<file path="src/rtl/alu_sequencer.sv">
// alu_sequencer: issue/writeback controller wrapped around an external
// 8-bit combinational ALU, with an internal 8x8 register file.
//
// Ports:
//   clk, rst_n           clock, synchronous active-low reset
//   instr_valid/ready    instruction handshake (ready only in IDLE)
//   instr[15:0]          {op[2:0], use_imm, rd[2:0], rs1[2:0], imm6|rs2}
//   alu_a/alu_b/alu_op   registered ALU operands and opcode
//   alu_result[15:0]     combinational ALU result
//   done, done_result    one-cycle completion pulse and captured result
//   zero_flag            last captured result was zero
//   dz_err               sticky divide/modulo by zero
//   dbg_addr, dbg_data   combinational register-file debug read
module alu_sequencer #(
    parameter bit         MUL_HI_WB = 1'b1,
    parameter logic [7:0] REG_RESET = 8'h00
) (
    input  logic        clk,
    input  logic        rst_n,
    input  logic        instr_valid,
    output logic        instr_ready,
    input  logic [15:0] instr,
    output logic [7:0]  alu_a,
    output logic [7:0]  alu_b,
    output logic [2:0]  alu_op,
    input  logic [15:0] alu_result,
    output logic        done,
    output logic [15:0] done_result,
    output logic        zero_flag,
    output logic        dz_err,
    input  logic [2:0]  dbg_addr,
    output logic [7:0]  dbg_data
);

    typedef enum logic [1:0] {
        IDLE  = 2'd0,
        EXEC  = 2'd1,
        WB_LO = 2'd2,
        WB_HI = 2'd3
    } state_t;

    state_t      r_state;
    logic [7:0]  r_regs [8];
    logic [2:0]  r_rd;
    logic [2:0]  r_op;
    logic [15:0] r_res;
    logic [7:0]  r_alu_a;
    logic [7:0]  r_alu_b;
    logic [2:0]  r_alu_op;
    logic        r_done;
    logic [15:0] r_done_result;
    logic        r_zero;
    logic        r_dz;

    logic [2:0]  w_opcode;
    logic        w_use_imm;
    logic [2:0]  w_rd;
    logic [2:0]  w_rs1;
    logic [2:0]  w_rs2;
    logic [7:0]  w_b;
    logic        w_is_div;
    logic        w_mul_hi;
    logic [2:0]  w_rd_hi;

    assign w_opcode  = instr[15:13];
    assign w_use_imm = instr[12];
    assign w_rd      = instr[11:9];
    assign w_rs1     = instr[8:6];
    assign w_rs2     = instr[5:3];
    assign w_b       = w_use_imm ? {2'b00, instr[5:0]} : r_regs[w_rs2];
    assign w_is_div  = (w_opcode == 3'b011) || (w_opcode == 3'b100);

    // Multiply takes an extra writeback cycle for the high byte.
    assign w_mul_hi  = MUL_HI_WB && (r_op == 3'b010);

    // 3-bit add wraps rd=7 onto r0.
    assign w_rd_hi   = r_rd + 3'd1;

    assign instr_ready = (r_state == IDLE);
    assign alu_a       = r_alu_a;
    assign alu_b       = r_alu_b;
    assign alu_op      = r_alu_op;
    assign done        = r_done;
    assign done_result = r_done_result;
    assign zero_flag   = r_zero;
    assign dz_err      = r_dz;
    assign dbg_data    = r_regs[dbg_addr];

    always_ff @(posedge clk) begin
        if (!rst_n) begin
            r_state       <= IDLE;
            r_rd          <= 3'd0;
            r_op          <= 3'd0;
            r_res         <= 16'h0000;
            r_alu_a       <= 8'h00;
            r_alu_b       <= 8'h00;
            r_alu_op      <= 3'd0;
            r_done        <= 1'b0;
            r_done_result <= 16'h0000;
            r_zero        <= 1'b0;
            r_dz          <= 1'b0;
            for (int i = 0; i < 8; i++) begin
                r_regs[i] <= REG_RESET;
            end
        end else begin
            r_done <= 1'b0;
            unique case (r_state)
                IDLE: begin
                    if (instr_valid) begin
                        r_alu_a  <= r_regs[w_rs1];
                        r_alu_b  <= w_b;
                        r_alu_op <= w_opcode;
                        r_rd     <= w_rd;
                        r_op     <= w_opcode;
                        if (w_is_div && (w_b == 8'h00)) begin
                            r_dz <= 1'b1;
                        end
                        r_state <= EXEC;
                    end
                end
                EXEC: begin
                    r_res  <= alu_result;
                    r_zero <= (alu_result == 16'h0000);
                    // done is registered, so raise it here to land in
                    // the final writeback cycle.
                    if (!w_mul_hi) begin
                        r_done        <= 1'b1;
                        r_done_result <= alu_result;
                    end
                    r_state <= WB_LO;
                end
                WB_LO: begin
                    r_regs[r_rd] <= r_res[7:0];
                    if (w_mul_hi) begin
                        r_done        <= 1'b1;
                        r_done_result <= r_res;
                        r_state       <= WB_HI;
                    end else begin
                        r_state <= IDLE;
                    end
                end
                WB_HI: begin
                    r_regs[w_rd_hi] <= r_res[15:8];
                    r_state         <= IDLE;
                end
                default: r_state <= IDLE;
            endcase
        end
    end

endmodule

</file>
<file path="config.mk">
export PLATFORM = sky130hd
export DESIGN_NAME = alu_sequencer
export DESIGN_NICKNAME = d
export VERILOG_FILES = /design/src/rtl/alu_sequencer.sv
export SDC_FILE = /design/constraint.sdc
export NUM_CORES = 1
export LEC_CHECK = 0
export CAP_MARGIN = 20
export CORE_MARGIN = 2
export CORE_UTILIZATION = 39
export CTS_BUF_LIST = sky130_fd_sc_hd__clkbuf_16
export CTS_CLUSTER_DIAMETER = 40
export DETAILED_ROUTE_END_ITERATION = 12
export GPL_TIMING_DRIVEN = 1
export PLACE_DENSITY = 0.62
export SLEW_MARGIN = 0
export SYNTH_ARGS = -nofsm -noshare
export SYNTH_HDL_FRONTEND = slang
export SYNTH_SLANG_ARGS = --single-unit
</file>
<file path="constraint.sdc">
create_clock -name clk -period 4.53 [get_ports clk]
set_input_delay 1.359 -clock clk [delete_from_list [all_inputs] [get_ports clk]]
set_output_delay 1.359 -clock clk [all_outputs]
set_load 0.05 [all_outputs]
</file>
## Word level (Yosys, flattened, before mapping)

Memory sizes are Yosys's and may differ from the RTL's. A register that Yosys moved wholly into a read port is not among the register bits.
Cells that the tools add are included.

| storage, ports and cells | value |
|---|---|
| flip-flop bits (word level) | 51 |
| word-level logic and storage cells | 55 |
| latch bits | 0 |
| bits in writable memories | 64 |
| memory bits (read-only) | 0 |
| memories kept | 1 |
| output and inout port bits | 47 |
| bits of input ports | 38 |

| cells by class | value |
|---|---|
| mux-type cells | 23 |
| reductions and logical operators | 12 |
| equal/unequal tests | 9 |
| $lt $le $gt $ge | 0 |
| $mul | 0 |
| add/subtract/negate cells | 1 |
| div/mod/pow operators | 0 |
| bitwise gates (word level) | 0 |
| shift-type cells | 0 |

Memory list:

| memory | depth | bits a word | read ports | clocked after memory_dff | write ports | RTL line | source |
|---|---|---|---|---|---|---|---|
| r_regs | 8 | 8 | 3 | 1 | 8 | 43 | `logic [7:0] r_regs [8];` |

Operators with widths:

| operator | count |
|---|---|
| two-way mux 16 bit | 2 |
| case mux 16 bit (2 select lines) | 1 |
| two-way mux 8 bit | 3 |
| zero test 16 bit | 1 |
| OR reduction 8 bit | 2 |
| two-way mux 1 bit | 11 |
| zero test 8 bit | 1 |
| case mux 2 bit (4 select lines) | 1 |
| == test 3 x 2 -> 1 bit, second input constant | 2 |
| two-way mux 3 bit | 2 |
| inequality test 2 bit, second input constant | 3 |
| AND reduction 3 bit | 2 |
| == test 2 bit, second input constant | 2 |
| two-way mux 2 bit | 2 |
| adder 3 x 1 -> 3 bit, second input constant | 1 |
| == test 3 bit, second input constant | 1 |
| == test 2 x 1 -> 1 bit, second input constant | 1 |
| zero test 2 bit | 1 |
| case mux 1 bit (2 select lines) | 1 |
| AND reduction 2 bit | 1 |
| nonzero test 2 bit | 1 |
| logical AND 1 bit | 1 |
| zero test 1 bit | 1 |
| logical OR 1 bit | 1 |

## Depth between registers and ports, before layout

Gate-level depths: netlist (run 1).

| depth | value |
|---|---|
| depth after elaboration | 7 |
| depth in mapped cells | 7 |

## Least setup slack after synthesis (run 1)

OpenSTA, ideal clock, no wires.

| path | value |
|---|---|
| path kind | input-to-output |
| start | input port dbg_addr[0] |
| end | output port dbg_data[0] |
| setup slack | 377 ps |
| stages | 4 |
| data required time | 3,171 ps |
| arrival | 2,794 ps |
| cell sequence | buf_2 > buf_2 > mux4_2 > mux2_2 |

| on the way | value |
|---|---|
| cells in the longest elaborated chain, start to end | 1 |

Ends and longest elaborated chain:

| item | RTL line | source |
|---|---|---|
| start, declared | 31 | `input logic [2:0] dbg_addr,` |
| memory (8 x 8 bit) | n/a |  |
| end, declared | 32 | `output logic [7:0] dbg_data` |

No other way between the ends.

## Worst setup path after layout (run 1)

| path | value |
|---|---|
| start | input port dbg_addr[0] |
| end | output port dbg_data[7] |

Same word-level chain as after synthesis.

==> flow_summary.rst, run 1 <==
.. list-table::
   :header-rows: 1

   * - Metric
     - Value
   * - Total standard cell area after synthesis
     - 0.00633 mm2
   * - RSZ-0062 raised after global routing
     - no
   * - Total placed instance area
     - 0.00733 mm2
   * - Global-route wire length before repair
     - 25,700 um
   * - Hold_buf cts
     - 0
   * - Fillers
     - 1,404
   * - Launch instance of the worst min-delay path
     - alu_b[2]
   * - Final setup violation count
     - 0
   * - Worst slew margin
     - 32.0%
   * - Layout-stage area growth over the synthesis result
     - 25.3%
   * - Layout Nets
     - 657
   * - CTS tree
     - done
   * - Startpoint of the worst register-to-register path
     - r_state[0]
   * - Max frequency
     - 226 MHz
   * - Tcrit/Tclk final
     - 97.7%
   * - Sum of negative setup slack
     - 0 ns
   * - Pin count of the biggest net entering global routing
     - 37
   * - Total number of clock tree sinks
     - 123
   * - Overall power after layout
     - 3.11 mW
   * - Kind of path behind the tightest hold check
     - reg -> reg
   * - Largest area contributor in the netlist
     - edfxtp_1
   * - Number of rows in the core area
     - 46
   * - Layout cell share with drive strength beyond 1
     - 16.6%
   * - Finished Cell Area
     - 0.00793 mm2
   * - Most frequent standard cell in the layout excluding fill and tap cells
     - nand2_1
   * - Synth Area per Inst
     - 11.6 um2
   * - Largest driver fanout on the critical path
     - 16
   * - Horizontal die dimension
     - 131 um
   * - Router iterations before antenna repair
     - 4
   * - Number of CTS-inserted buffers
     - 17
   * - Core region area
     - 0.0159 mm2
   * - Met2 routed wirelength
     - 7790 um
   * - Post-layout utilization of the core
     - 49.9%
   * - Cells after Synth
     - 545
   * - CP Class
     - in -> out
   * - Detailed-routing wirelength on met1
     - 7030 um
   * - Slowest cell on the critical path
     - mux4_2
   * - Synth cell types
     - 42
   * - Min Hold Slack
     - 0.468 ns
   * - Outcome
     - complete, no violations
   * - Critical path startpoint
     - dbg_addr[0]
   * - Number of failing hold endpoints at the final stage
     - 0
   * - Yosys Warn Count
     - 0
   * - Highest routed metal layer
     - met4
   * - Number of flip-flops and latches in the synthesized netlist
     - 123
   * - I/O pin count
     - 85
   * - Clock latency on the worst-skew pair
     - 0.42 ns
   * - Delay of the slowest critical-path stage
     - 0.52 ns
   * - Post-synthesis sequential area ratio
     - 49.0%
   * - Number of I/O port buffers
     - 84
   * - Initial antenna violation count
     - 0
   * - IR drop worst, VDD
     - 0.000270 V
   * - Residual overflow from global routing
     - 0
   * - Setup clock skew after layout
     - 0.0116 ns
   * - Multi-input gate area in the final layout
     - 0.00305 mm2
   * - Most frequent cells in the layout
     - nand2_1, nor2_1, clkdlybuf4s50_1, edfxtp_1, dfxtp_1
   * - Area share of the largest cell type after synthesis
     - 30.4%
   * - Area taken by flip-flops and latches
     - 0.00310 mm2
   * - Maximum Capacitance Violations
     - 0
   * - Crit path max-delay family
     - buffers and inverters
   * - Sort of element at the end of the critical path
     - primary output
   * - Post-layout minimum cycle time
     - 4.43 ns
   * - Max-slew violation total from the final report
     - 0
   * - Post-CTS repair timing setup buffer count
     - 0
   * - Drt via density
     - 5.50
   * - Startpoint class of the critical path
     - input pin
   * - GRT Resource Usage Total
     - 19.3%
   * - Worst endpoint required time
     - 3.17 ns
   * - Number of nets with antenna violations after routing
     - 0
   * - Cell chain of the critical path
     - clkdlybuf4s50_1 > buf_12 > mux4_2 > mux2_2 > buf_4
   * - Drt drc
     - 0
   * - Top cells by area in the synthesized netlist
     - edfxtp_1, dfxtp_1, mux4_2
   * - Leakage Power
     - 3.19 nW
   * - Syn nets
     - 584
   * - Diodes inserted
     - 0
   * - Clock root buffer master
     - clkbuf_16
   * - Slack of the critical path
     - 0.103 ns
   * - Post-detailed-route wirelength per cell
     - 18.8 um
   * - Buffers & Inverters on Critical Path
     - 3
   * - Met3 Wirelength
     - 832 um
   * - Final weighted congestion in routability-driven placement
     - 0.903
   * - HPWL after detailed placement
     - 11,800 um
   * - Initial Utilization
     - 39.8%
   * - Maximum buffer depth of the clock tree
     - 2
   * - Vias in the first global route
     - 4,641
   * - Total instance count after detailed placement
     - 814
   * - Transition time at the pin with the least slew margin
     - 1.02 ns
   * - Fin cells
     - 847
   * - Die Outline Area
     - 0.0173 mm2
   * - Clock transition at path regs
     - 0.06 ns
   * - Post-CTS Resized
     - 0
   * - Maximum level of the CTS H-tree
     - 4
   * - Number of DRC violations after detailed-routing iteration 0
     - 368
   * - Routed wire length
     - 15,900 um
   * - Worst Path Arrival
     - 3.07 ns
   * - Total vias in the final route
     - 4,657
   * - Ratio of total power to cell area
     - 393 mW/mm2
   * - Pre-CTS setup slack
     - 0.106 ns
   * - Die span in y
     - 131 um
## where the power goes
part           total (mW)  internal [mW]  leakage [nW]  switching, mW
Sequential           1.28           1.23          1.14         0.0471
Clock                1.34          0.844         0.308          0.495
Combinational       0.498          0.209          1.74          0.290
## cell families after synthesis
family	after synthesis	synth area share, %
buf+inv	41	2.87
flops	123	49.0
compound gates	78	9.91
mux	93	23.9
simple gates	207	13.8
fa+ha+maj	1	0.198
xor+xnor	2	0.277
## worst register-to-register path: stages, from the launching register on
cell and delay [ns]:
dfxtp_1 0.56, nand2b_1 0.85, nand2b_1 0.25, o21ai_2 0.20, buf_8 0.26, o211a_1 0.21
## layout make-up
type	count	share of cell area, %
tap	216	3.41
timing repair buffer	94	11.5
inverter	1	0.0473
clock inverter	12	1.18
multi-input combinational	381	38.4
sequential	123	39.1
clock buffer	20	6.31
## state kept, by name, indices dropped and copies added (netlist names)
name,count
r_rd,3
alu_b,8
zero_flag,1
alu_op,3
dz_err,1
alu_a,8
r_regs,64
r_state,2
done,1
r_res,16
done_result,16
## synth_stat cells (all sizes together)
| cell | n |
|---|---|
| nand2 | 98 |
| a211oi | 1 |
| o41ai | 2 |
| xnor2 | 1 |
| o22ai | 3 |
| dfxtp | 59 |
| mux4 | 44 |
| nand3 | 1 |
| nor4 | 5 |
| nor3b | 5 |
| mux2 | 13 |
| buf | 19 |
| o21ai | 7 |
| inv | 1 |
| edfxtp | 64 |
| o311a | 1 |
| a31oi | 3 |
| nand3b | 3 |
| ha | 1 |
| nor2b | 4 |
| nand4b | 1 |
| nor2 | 75 |
| and2 | 4 |
| a21boi | 25 |
| nand4 | 2 |
| nor3 | 1 |
| a2111oi | 1 |
| mux2i | 36 |
| o21a | 2 |
| clkbuf | 21 |
| nand2b | 8 |
| xor2 | 1 |
| o211a | 27 |
| a21oi | 6 |
## per-layer routing
metal	up-vias	GRT usage, %
met4	0	8.21
met2	146	30.7
li1	2171	-
met3	14	4.82
met5	-	0
met1	2326	25.1
## final timing paths
| check | endpoint | slack [ns] | cells past startpoint |
|---|---|---|---|
| worst min-delay path | alu_b[2] | 0.47 | 2 |
| worst max register to register | done_result[13] | 2.10 | 5 |
| worst min register to register | alu_b[2] | 0.47 | 2 |
| worst max-delay path | dbg_data[7] | 0.10 | 5 |
(Power assumes the default switching activity.)
==> inputs of run 2 (changes only) <==
- SKIP_CTS_REPAIR_TIMING: default -> 1
==> results of run 2 <==
Same layout as run 1: the final DEF is identical, and so are final timing and power.
==> inputs of run 3 (changes only) <==
- CORE_MARGIN: 2 -> 1.5
- SLEW_MARGIN: 0 -> default
==> flow_summary.rst, run 3 (synthesized netlist as in run 1, its figures left out) <==
.. list-table::
   :header-rows: 1

   * - Metric
     - Value
   * - Worst endpoint required time
     - 3.17 ns
   * - Total number of clock tree sinks
     - 123
   * - Router iterations before antenna repair
     - 5
   * - Hold Path Cell Cnt
     - 2
   * - Post-detailed-route wirelength per cell
     - 18.7 um
   * - Flip-flop count of the largest register, all copies and words added
     - 64
   * - HPWL after detailed placement
     - 11,900 um
   * - Number of I/O port buffers
     - 84
   * - Finished Cell Area
     - 0.00794 mm2
   * - Clock transition at path regs
     - 0.06 ns
   * - Number of CTS-inserted buffers
     - 17
   * - IR drop worst, VDD
     - 0.000299 V
   * - Number of nets with antenna violations after routing
     - 0
   * - Post-layout minimum cycle time
     - 4.41 ns
   * - Final setup violation count
     - 0
   * - Overall power after layout
     - 3.11 mW
   * - Kind of path behind the tightest hold check
     - reg -> reg
   * - CTS tree
     - done
   * - Clock root buffer master
     - clkbuf_16
   * - Startpoint class of the critical path
     - input pin
   * - Tcrit/Tclk final
     - 97.4%
   * - Drt via density
     - 5.48
   * - Outcome
     - complete, no violations
   * - Horizontal die dimension
     - 130 um
   * - Drt drc
     - 0
   * - Most frequent cells in the layout
     - nand2_1, nor2_1, clkdlybuf4s50_1, edfxtp_1, dfxtp_1
   * - Core region area
     - 0.0159 mm2
   * - Die span in y
     - 130 um
   * - Transition time at the pin with the least slew margin
     - 1.08 ns
   * - Max-slew violation total from the final report
     - 0
   * - Diodes inserted
     - 0
   * - Residual overflow from global routing
     - 0
   * - Setup clock skew after layout
     - 0.00829 ns
   * - Fillers
     - 1,423
   * - Layout Nets
     - 660
   * - Maximum Capacitance Violations
     - 0
   * - Maximum buffer depth of the clock tree
     - 2
   * - Pin count of the biggest net entering global routing
     - 37
   * - Layout cell share with drive strength beyond 1
     - 17.2%
   * - Global-route wire length before repair
     - 25,000 um
   * - RSZ-0062 raised after global routing
     - no
   * - Final weighted congestion in routability-driven placement
     - 0.888
   * - Initial Utilization
     - 39.8%
   * - Clock latency on the worst-skew pair
     - 0.42 ns
   * - Vias in the first global route
     - 4,708
   * - Leakage Power
     - 3.19 nW
   * - Number of failing hold endpoints at the final stage
     - 0
   * - Worst slew margin
     - 28.1%
   * - I/O pin count
     - 85
   * - Initial antenna violation count
     - 0
   * - Die Outline Area
     - 0.0170 mm2
   * - Maximum level of the CTS H-tree
     - 4
   * - Total placed instance area
     - 0.00734 mm2
   * - Total vias in the final route
     - 4,649
   * - GRT Resource Usage Total
     - 19.6%
   * - Max frequency
     - 227 MHz
   * - Number of rows in the core area
     - 46
   * - Sum of negative setup slack
     - 0 ns
   * - Worst Path Arrival
     - 3.05 ns
   * - Sort of element at the end of the critical path
     - primary output
   * - CP Class
     - in -> out
   * - Register name with the most flops
     - r_regs
   * - Largest driver fanout on the critical path
     - 16
   * - Ratio of total power to cell area
     - 392 mW/mm2
   * - Routed wire length
     - 15,800 um
   * - Path depth of the worst reg2reg path
     - 5
   * - Post-layout utilization of the core
     - 50.0%
   * - Most frequent standard cell in the layout excluding fill and tap cells
     - nand2_1
   * - Layout-stage area growth over the synthesis result
     - 25.4%
   * - Number of DRC violations after detailed-routing iteration 0
     - 407
[run 3: changes by cell type in the layout (fill, tap and decap cells not counted), sizes merged]
cell,delta
buf,+3
clkinv,-2
[run 3: layout make-up]
type                       count  area [um2]  area share [%]
clock buffer                  20         500            6.31
clock inverter                10        87.6            1.10
inverter                       1        3.75          0.0473
multi-input combinational    381        3050            38.4
sequential                   123        3100            39.1
tap                          216         270            3.40
timing repair buffer          97         926            11.7
[run 3: path summary, 6_finish.rpt]
kind	slack, ns	endpoint	start
worst max-delay path	0.12	dbg_data[7]	dbg_addr[0]
worst min-delay path	0.47	r_res[14]	r_res[14]
worst min register to register	0.47	r_res[14]	r_res[14]
worst max register to register	2.16	done_result[9]	r_state[0]
[run 3: per-stage QoR]
step | setup slack, ns | instances | hold WS (ns)
after CTS | 0.111 | 847 | 0.478
after detailed placement | 0.113 | 817 | 0.470
final | 0.117 | 848 | 0.475
after global routing | 0.0655 | 848 | 0.503
after floorplan | 0.377 | 545 | 0.447
after global placement | 0.128 | 817 | 0.445
[run 3: layer usage]
layer	routed length (um)	GRT usage (%)
met1	6640	24.4
met2	7810	33.0
met3	1070	4.89
met4	325	7.89
met5	0	0
[run 3: report_power, final]
part	total, mW	switching [mW]	internal (mW)	leakage, nW
combinational	0.498	0.289	0.209	1.75
sequential	1.28	0.0475	1.23	1.14
clock	1.34	0.492	0.844	0.301
[run 3: worst max-delay path: stages]
cell and delay, ns:
clkdlybuf4s50_1 0.50, buf_12 0.19, mux4_2 0.51, mux2_2 0.29
buf_4 0.19
